--- src/rtl/accel_host_seq_if.sv ---
// Host command/response channel, accelerator memory bus and done/busy status for accel_host_seq.
// The slave modport is the sequencer's view; master is the host/memory side.
interface accel_host_seq_if #(
  parameter int INT_ADDR_WIDTH = 20,
  parameter int DATA_WIDTH     = 32
);
  logic                      cmd_valid;
  logic                      cmd_ready;
  logic [1:0]                cmd_op;
  logic [INT_ADDR_WIDTH-1:0] cmd_addr;
  logic [DATA_WIDTH-1:0]     cmd_wdata;

  logic                      rsp_valid;
  logic                      rsp_ready;
  logic [DATA_WIDTH-1:0]     rsp_data;
  logic                      rsp_err;

  logic                      mem_req;
  logic                      mem_we;
  logic [INT_ADDR_WIDTH-1:0] mem_addr;
  logic [DATA_WIDTH/8-1:0]   mem_be;
  logic [DATA_WIDTH-1:0]     mem_wdata;
  logic [DATA_WIDTH-1:0]     mem_rdata;

  logic                      done_i;
  logic                      busy;

  modport slave (
    input  cmd_valid, cmd_op, cmd_addr, cmd_wdata,
    input  rsp_ready, mem_rdata, done_i,
    output cmd_ready, rsp_valid, rsp_data, rsp_err,
    output mem_req, mem_we, mem_addr, mem_be, mem_wdata, busy
  );

  modport master (
    output cmd_valid, cmd_op, cmd_addr, cmd_wdata,
    output rsp_ready, mem_rdata, done_i,
    input  cmd_ready, rsp_valid, rsp_data, rsp_err,
    input  mem_req, mem_we, mem_addr, mem_be, mem_wdata, busy
  );
endinterface

--- src/rtl/accel_host_seq.sv ---
// One-command-at-a-time host sequencer: WRITE/READ bus accesses, RUN = ctrl write, wait done, status read.
// Response held until rsp_ready; optional RUN done-wait timeout via ACCEL_HOST_SEQ_TIMEOUT_EN.
module accel_host_seq #(
  parameter int                        INT_ADDR_WIDTH = 20,
  parameter int                        DATA_WIDTH     = 32,
  parameter logic [INT_ADDR_WIDTH-1:0] CTRL_ADDR      = 'h0,
  parameter logic [INT_ADDR_WIDTH-1:0] STAT_ADDR      = 'h8,
  parameter int                        TIMEOUT_CYCLES = 4096
) (
  input  logic           clk,
  input  logic           rst,
  accel_host_seq_if.slave bus
);

  localparam int BE_W = DATA_WIDTH / 8;
  localparam int OFF_W = $clog2(BE_W);
  localparam logic [INT_ADDR_WIDTH-1:0] ADDR_MASK = {INT_ADDR_WIDTH{1'b1}} << OFF_W;
  localparam logic [DATA_WIDTH-1:0] START_BIT = {{(DATA_WIDTH-1){1'b0}}, 1'b1};

  typedef enum logic [1:0] {
    OP_WRITE = 2'b00,
    OP_READ  = 2'b01,
    OP_RUN   = 2'b10,
    OP_RSVD  = 2'b11
  } op_t;

  typedef enum logic [3:0] {
    S_IDLE,
    S_WR,
    S_RD_REQ,
    S_RD_WAIT,
    S_START,
    S_WAIT_DONE,
    S_ST_REQ,
    S_ST_WAIT,
    S_RESP
  } state_t;

  state_t                    state_q, state_d;
  logic [INT_ADDR_WIDTH-1:0] addr_q, addr_d;
  logic [DATA_WIDTH-1:0]     wdata_q, wdata_d;
  logic [DATA_WIDTH-1:0]     rsp_data_q, rsp_data_d;
  logic                      rsp_err_q, rsp_err_d;

  logic                      cmd_ready_c;
  logic                      mem_req_c;
  logic                      mem_we_c;
  logic [INT_ADDR_WIDTH-1:0] mem_addr_c;
  logic [DATA_WIDTH-1:0]     mem_wdata_c;

`ifdef ACCEL_HOST_SEQ_TIMEOUT_EN
  localparam int CNT_W = $clog2(TIMEOUT_CYCLES + 1);
  logic [CNT_W-1:0] cnt_q, cnt_d;

  always_ff @(posedge clk or posedge rst) begin
    if (rst) begin
      cnt_q <= '0;
    end else begin
      cnt_q <= cnt_d;
    end
  end
`else
  logic unused_timeout_cfg;
  assign unused_timeout_cfg = (TIMEOUT_CYCLES > 0);
`endif

  always_ff @(posedge clk or posedge rst) begin
    if (rst) begin
      state_q    <= S_IDLE;
      addr_q     <= '0;
      wdata_q    <= '0;
      rsp_data_q <= '0;
      rsp_err_q  <= 1'b0;
    end else begin
      state_q    <= state_d;
      addr_q     <= addr_d;
      wdata_q    <= wdata_d;
      rsp_data_q <= rsp_data_d;
      rsp_err_q  <= rsp_err_d;
    end
  end

  always_comb begin
    state_d     = state_q;
    addr_d      = addr_q;
    wdata_d     = wdata_q;
    rsp_data_d  = rsp_data_q;
    rsp_err_d   = rsp_err_q;
    cmd_ready_c = 1'b0;
    mem_req_c   = 1'b0;
    mem_we_c    = 1'b0;
    mem_addr_c  = '0;
    mem_wdata_c = '0;
`ifdef ACCEL_HOST_SEQ_TIMEOUT_EN
    cnt_d       = cnt_q;
`endif

    case (state_q)
      S_IDLE: begin
        cmd_ready_c = 1'b1;
        if (bus.cmd_valid) begin
          addr_d     = bus.cmd_addr;
          wdata_d    = bus.cmd_wdata;
          rsp_data_d = '0;
          rsp_err_d  = 1'b0;
          case (op_t'(bus.cmd_op))
            OP_WRITE: state_d = S_WR;
            OP_READ:  state_d = S_RD_REQ;
            OP_RUN:   state_d = S_START;
            default: begin
              rsp_err_d = 1'b1;
              state_d   = S_RESP;
            end
          endcase
        end
      end

      S_WR: begin
        mem_req_c   = 1'b1;
        mem_we_c    = 1'b1;
        mem_addr_c  = addr_q;
        mem_wdata_c = wdata_q;
        state_d     = S_RESP;
      end

      S_RD_REQ: begin
        mem_req_c  = 1'b1;
        mem_addr_c = addr_q;
        state_d    = S_RD_WAIT;
      end

      S_RD_WAIT: begin
        rsp_data_d = bus.mem_rdata;
        state_d    = S_RESP;
      end

      // done_i is deliberately not looked at here; the accelerator is only kicked this cycle
      S_START: begin
        mem_req_c   = 1'b1;
        mem_we_c    = 1'b1;
        mem_addr_c  = CTRL_ADDR;
        mem_wdata_c = wdata_q | START_BIT;
        state_d     = S_WAIT_DONE;
`ifdef ACCEL_HOST_SEQ_TIMEOUT_EN
        cnt_d       = '0;
`endif
      end

      S_WAIT_DONE: begin
`ifdef ACCEL_HOST_SEQ_TIMEOUT_EN
        cnt_d = cnt_q + CNT_W'(1);
        if (bus.done_i) begin
          state_d = S_ST_REQ;
        end else if (cnt_q == CNT_W'(TIMEOUT_CYCLES - 1)) begin
          rsp_err_d  = 1'b1;
          rsp_data_d = '0;
          state_d    = S_RESP;
        end
`else
        if (bus.done_i) begin
          state_d = S_ST_REQ;
        end
`endif
      end

      S_ST_REQ: begin
        mem_req_c  = 1'b1;
        mem_addr_c = STAT_ADDR;
        state_d    = S_ST_WAIT;
      end

      S_ST_WAIT: begin
        rsp_data_d = bus.mem_rdata;
        rsp_err_d  = 1'b0;
        state_d    = S_RESP;
      end

      S_RESP: begin
        if (bus.rsp_ready) begin
          state_d = S_IDLE;
        end
      end

      default: state_d = S_IDLE;
    endcase
  end

  assign bus.cmd_ready = cmd_ready_c & ~rst;
  assign bus.rsp_valid = (state_q == S_RESP);
  assign bus.rsp_data  = rsp_data_q;
  assign bus.rsp_err   = rsp_err_q;
  assign bus.mem_req   = mem_req_c;
  assign bus.mem_we    = mem_we_c;
  assign bus.mem_addr  = mem_addr_c & ADDR_MASK;
  assign bus.mem_be    = mem_req_c ? {BE_W{1'b1}} : {BE_W{1'b0}};
  assign bus.mem_wdata = mem_wdata_c;
  assign bus.busy      = (state_q != S_IDLE);

endmodule

--- src/flat_wrapper.sv ---
// flat-port wrapper written by rule: the top's interface ports become plain ports
module accel_host_seq_flat 
#(
  parameter int                        INT_ADDR_WIDTH = 20,
  parameter int                        DATA_WIDTH     = 32,
  parameter logic [INT_ADDR_WIDTH-1:0] CTRL_ADDR      = 'h0,
  parameter logic [INT_ADDR_WIDTH-1:0] STAT_ADDR      = 'h8,
  parameter int                        TIMEOUT_CYCLES = 4096
)
  (clk, rst, bus_cmd_valid, bus_cmd_op, bus_cmd_addr, bus_cmd_wdata, bus_rsp_ready, bus_mem_rdata, bus_done_i, bus_cmd_ready, bus_rsp_valid, bus_rsp_data, bus_rsp_err, bus_mem_req, bus_mem_we, bus_mem_addr, bus_mem_be, bus_mem_wdata, bus_busy);
  accel_host_seq_if #(.INT_ADDR_WIDTH(INT_ADDR_WIDTH), .DATA_WIDTH(DATA_WIDTH)) bus_i ();
  input  logic clk;
  input  logic rst;
  input wire logic [$bits(bus_i.cmd_valid)-1:0] bus_cmd_valid;
  input wire logic [$bits(bus_i.cmd_op)-1:0] bus_cmd_op;
  input wire logic [$bits(bus_i.cmd_addr)-1:0] bus_cmd_addr;
  input wire logic [$bits(bus_i.cmd_wdata)-1:0] bus_cmd_wdata;
  input wire logic [$bits(bus_i.rsp_ready)-1:0] bus_rsp_ready;
  input wire logic [$bits(bus_i.mem_rdata)-1:0] bus_mem_rdata;
  input wire logic [$bits(bus_i.done_i)-1:0] bus_done_i;
  output wire logic [$bits(bus_i.cmd_ready)-1:0] bus_cmd_ready;
  output wire logic [$bits(bus_i.rsp_valid)-1:0] bus_rsp_valid;
  output wire logic [$bits(bus_i.rsp_data)-1:0] bus_rsp_data;
  output wire logic [$bits(bus_i.rsp_err)-1:0] bus_rsp_err;
  output wire logic [$bits(bus_i.mem_req)-1:0] bus_mem_req;
  output wire logic [$bits(bus_i.mem_we)-1:0] bus_mem_we;
  output wire logic [$bits(bus_i.mem_addr)-1:0] bus_mem_addr;
  output wire logic [$bits(bus_i.mem_be)-1:0] bus_mem_be;
  output wire logic [$bits(bus_i.mem_wdata)-1:0] bus_mem_wdata;
  output wire logic [$bits(bus_i.busy)-1:0] bus_busy;
  assign bus_i.cmd_valid = bus_cmd_valid;
  assign bus_i.cmd_op = bus_cmd_op;
  assign bus_i.cmd_addr = bus_cmd_addr;
  assign bus_i.cmd_wdata = bus_cmd_wdata;
  assign bus_i.rsp_ready = bus_rsp_ready;
  assign bus_i.mem_rdata = bus_mem_rdata;
  assign bus_i.done_i = bus_done_i;
  assign bus_cmd_ready = bus_i.cmd_ready;
  assign bus_rsp_valid = bus_i.rsp_valid;
  assign bus_rsp_data = bus_i.rsp_data;
  assign bus_rsp_err = bus_i.rsp_err;
  assign bus_mem_req = bus_i.mem_req;
  assign bus_mem_we = bus_i.mem_we;
  assign bus_mem_addr = bus_i.mem_addr;
  assign bus_mem_be = bus_i.mem_be;
  assign bus_mem_wdata = bus_i.mem_wdata;
  assign bus_busy = bus_i.busy;
  accel_host_seq #(.INT_ADDR_WIDTH(INT_ADDR_WIDTH), .DATA_WIDTH(DATA_WIDTH), .CTRL_ADDR(CTRL_ADDR), .STAT_ADDR(STAT_ADDR), .TIMEOUT_CYCLES(TIMEOUT_CYCLES)) u_core (.clk(clk), .rst(rst), .bus(bus_i));
endmodule
--- config.mk ---
export PLATFORM = sky130hd
export DESIGN_NAME = accel_host_seq_flat
export DESIGN_NICKNAME = d
export VERILOG_FILES = /design/src/rtl/accel_host_seq_if.sv /design/src/rtl/accel_host_seq.sv /design/src/flat_wrapper.sv
export SDC_FILE = /design/constraint.sdc
export NUM_CORES = 1
export LEC_CHECK = 0
export CAP_MARGIN = 15
export CORE_MARGIN = 2
export CORE_UTILIZATION = 40
export DETAILED_ROUTE_END_ITERATION = 10
export GPL_TIMING_DRIVEN = 0
export PLACE_DENSITY = 0.82
export RECOVER_POWER = 50
export SETUP_SLACK_MARGIN = 0.1
export SYNTH_ARGS = -nofsm -noshare
export SYNTH_HDL_FRONTEND = slang
export SYNTH_SLANG_ARGS = --single-unit
--- constraint.sdc ---
create_clock -name clk -period 5.9 [get_ports clk]
set_input_delay 1.18 -clock clk [delete_from_list [all_inputs] [get_ports clk]]
set_output_delay 1.18 -clock clk [all_outputs]
set_load 0.02 [all_outputs]
==> flow_summary_export.csv <==
group,metric,value,unit
global_routing,antenna_found_initial,0,
routing,drt-total-wl,10500,um
cts,clk_pin_slew,0.09,ns
routing,firstDrtPassIters,4,
setup_path,cp-start-kind,"register",
place,io_buffers,180,
global_routing,grt_pass1_vias,3368,
global_routing,grt_max_degree,47,
setup_path,critPathMaxStageDelay,0.74,ns
synth,async_flop_share,1.00,
sta,fin_crit,4.01,ns
floorplan,die_w,106,um
pwr,swShare,0.372,
floorplan,core,10200,um^2
setup_path,crit_fanout,10,
setup_path,r2r_setup_slack,2.72,ns
pwr,p_int,2030,uW
sta,tightest_slew,1.88,ns
cts,cts_root_buffer,"clkbuf_8",
routing,top_layer,"met4",
cts,ctsHtreeMaxLevel,3,
worst_hold_path,holdCritPathClass,"register to register",
cts,cts_tree,"yes",
setup_path,crit_start,"u_core.state_q[2]",
pwr,irDropWorstVdd,0.237,mV
cts,post_cts_resized,0,
pwr,power_frac_seq,0.305,
pwr,p_switching,1200,uW
cts,hold_buffers,0,
setup_path,cp.arrival,2.83,ns
sta,rsz0062_at_grt,"false",
setup_path,path_cells,"clkbuf_1 > nor3_1 > clkbuf_1 > and2_1 > clkdlybuf4s50_1",
finish,nets,641,
synth,synthesis.area,4160,um^2
setup_path,r2r-start,"u_core.state_q[0]",
cts,insertion_delay,0.35,ns
synth,avgSynthCellArea,11.6,um^2
worst_hold_path,hold_depth,1,
floorplan,initial_utilization,0.408,
setup_path,criticalPathCategory,"register to output port",
sta,finalCritPeriodShare,0.680,
cts,numCtsBuffers,9,
setup_path,timing.rr.end,"u_core.wdata_q[2]",
setup_path,cp_slowest_cell,"nor3_1",
setup_path,cp-end-kind,"output port",
status,violations,"max-capacitance violations, max-slew violations",
pwr,p_leak,0.00263,uW
pwr,pwr-share-comb,0.569,
pwr,total_power,3230,uW
routing,viasPerCell,4.67,
place,globalplace.congestion,0.858,
floorplan,rows,37,
setup_path,crit_required,4.72,ns
routing,wl_met2,5160,um
routing,drt-met1-wl,4580,um
synth,ys_warn_count,0,
routing,wl_met3,545,um
synth,seq_area_frac_synth,0.524,
sta,tns,0,ns
synth,syn_inst,357,
floorplan,pin_count,185,
global_routing,grt_pass1_wl,16900,um
setup_path,crit_path_frequent_cell,"clkbuf_1",
cts,clockBufferDepth,2,
synth,ys.flop_type,"dfrtp_1",
synth,synthDistinctLibCells,35,
cts,post_cts_buffers,0,
job,cap_viol_max_count,1,
global_routing,overflow,0,
sta,max_slew_margin,-0.263,
sta,skew,0.00723,ns
place,post-dp-hpwl,7910,um
cts,clkSinkCount,87,
routing,antenna_left,0,
sta,finalHoldViolCount,0,
worst_hold_path,holdCritStartpoint,"u_core.wdata_q[2]",
routing,wl_per_cell,15.2,um
sta,slew_violations,42,
setup_path,ff2ff_path_depth,6,
status,outcome,"complete, but fails checks",
finish,drive_gt1_frac,0.132,
finish,syn_to_final_growth,50.3,%
finish,diodes,0,
synth,synth_edf_count,0,
floorplan,dieArea,11200,um^2
routing,dr_total_vias,3229,
floorplan,die_y,106,um
routing,drc,0,
sta,setup_viol,0,
sta,fmax,249,MHz
worst_hold_path,min_to,"u_core.wdata_q[2]",
global_routing,grt_usage,0.193,
pwr,power-per-cell-area,516,nW/um^2
pwr,power.share.clock,0.126,
synth,ys_ff_latch,87,
routing,drtIter0Drc,136,
## metal layers
metal,up-vias,global-route usage
met5,-,0
met4,0,0.0865
met3,18,0.0429
met2,116,0.323
met1,1536,0.239
li1,1559,-
## cell type report
cell class                      count  area, um^2
Fill cell                         788        3940
Sequential cell                    87        2180
Timing Repair Buffer              181        1830
Multi-Input combinational cell    237        1700
Buffer                             31         170
Tap cell                          136         170
Clock buffer                       11         131
Clock inverter                      5        58.8
Inverter                            3        12.5
## stage by stage
step / instance area [um^2] / utilization / hold slack (ns) / cells / worst slack [ns]
floorplan: 4160 / - / 0.472 / 358 / 2.47
global placement: 6130 / 0.602 / 0.482 / 674 / 1.13
detailed placement: 6160 / 0.605 / 0.486 / 675 / 2.27
CTS: 6350 / 0.624 / 0.508 / 691 / 1.87
global route: 6250 / 0.613 / 0.509 / 691 / 1.69
finish: 6250 / 0.613 / 0.488 / 691 / 1.89
## kinds of logic (layout without fill, tap and decap cells)
family,after synthesis,in the layout,share of synthesized area
and+or+nand+nor,138,138,0.172
DFF,87,87,0.524
muxes,50,50,0.179
AOI/OAI and AO/OA,45,45,0.0599
buffers and inverters,34,231,0.0602
xor gates and xnor gates,2,2,0.00422
other,1,2,0.000902
## synth_stat cells (3+ instances only)
master     n  area (um^2)
nand2_1   66          248
and2_1    48          300
nor2_1     3         11.3
dfrtp_1   87         2180
buf_12     5          100
buf_4      6         45.0
inv_1      3         11.3
nand3b_1   3         22.5
o21ai_0   35          175
clkbuf_1  15         56.3
or3_1      3         18.8
nor3_1     4         20.0
mux2_4    48          721
clkbuf_2   3         15.0
## flip-flops by register name, summed over array words and instances, names as in the netlist
name,flops
u_core.bus.rsp_data,32
u_core.wdata_q,32
u_core.addr_q,18
u_core.state_q,4
u_core.bus.rsp_err,1
## power groups by stage
stage / clock network (uW) / registers [uW] / logic, uW
after floorplan: 0 / 1030 / 1110
after global placement: 0 / 982 / 1870
after detailed placement: 0 / 995 / 1910
after CTS: 420 / 988 / 1910
after global routing: 447 / 1020 / 1960
final: 407 / 985 / 1830
## layout by cell type (no fill, tap or decap), types with 4 or more instances in the layout
| master | count |
|---|---|
| mux2_1 | 5 |
| o21ai_0 | 35 |
| buf_4 | 6 |
| clkdlybuf4s50_1 | 178 |
| clkbuf_8 | 9 |
| nor3_1 | 4 |
| and2_1 | 48 |
| clkbuf_1 | 24 |
| dfrtp_1 | 87 |
| mux2_4 | 43 |
| nor2_1 | 4 |
| nand2_1 | 66 |
## worst max-delay path by stage
stage / end / slack, ns / cells after the start
floorplan: u_core.addr_q[10] / 2.47 / 1
detailed placement: bus_mem_addr[11] / 2.27 / 5
global route: bus_mem_addr[18] / 1.69 / 5
global placement: u_core.bus.rsp_data[24] / 1.13 / 2
CTS: bus_mem_addr[18] / 1.87 / 5
finish: bus_mem_addr[18] / 1.89 / 5
## worst max-delay path, delay by kind of cell, from the launching register on
kind | cells | cell delay, ns
buf+inv | 3 | 1.14
simple gates | 2 | 0.92
flops | 1 | 0.42
(Power assumes the default switching activity.)
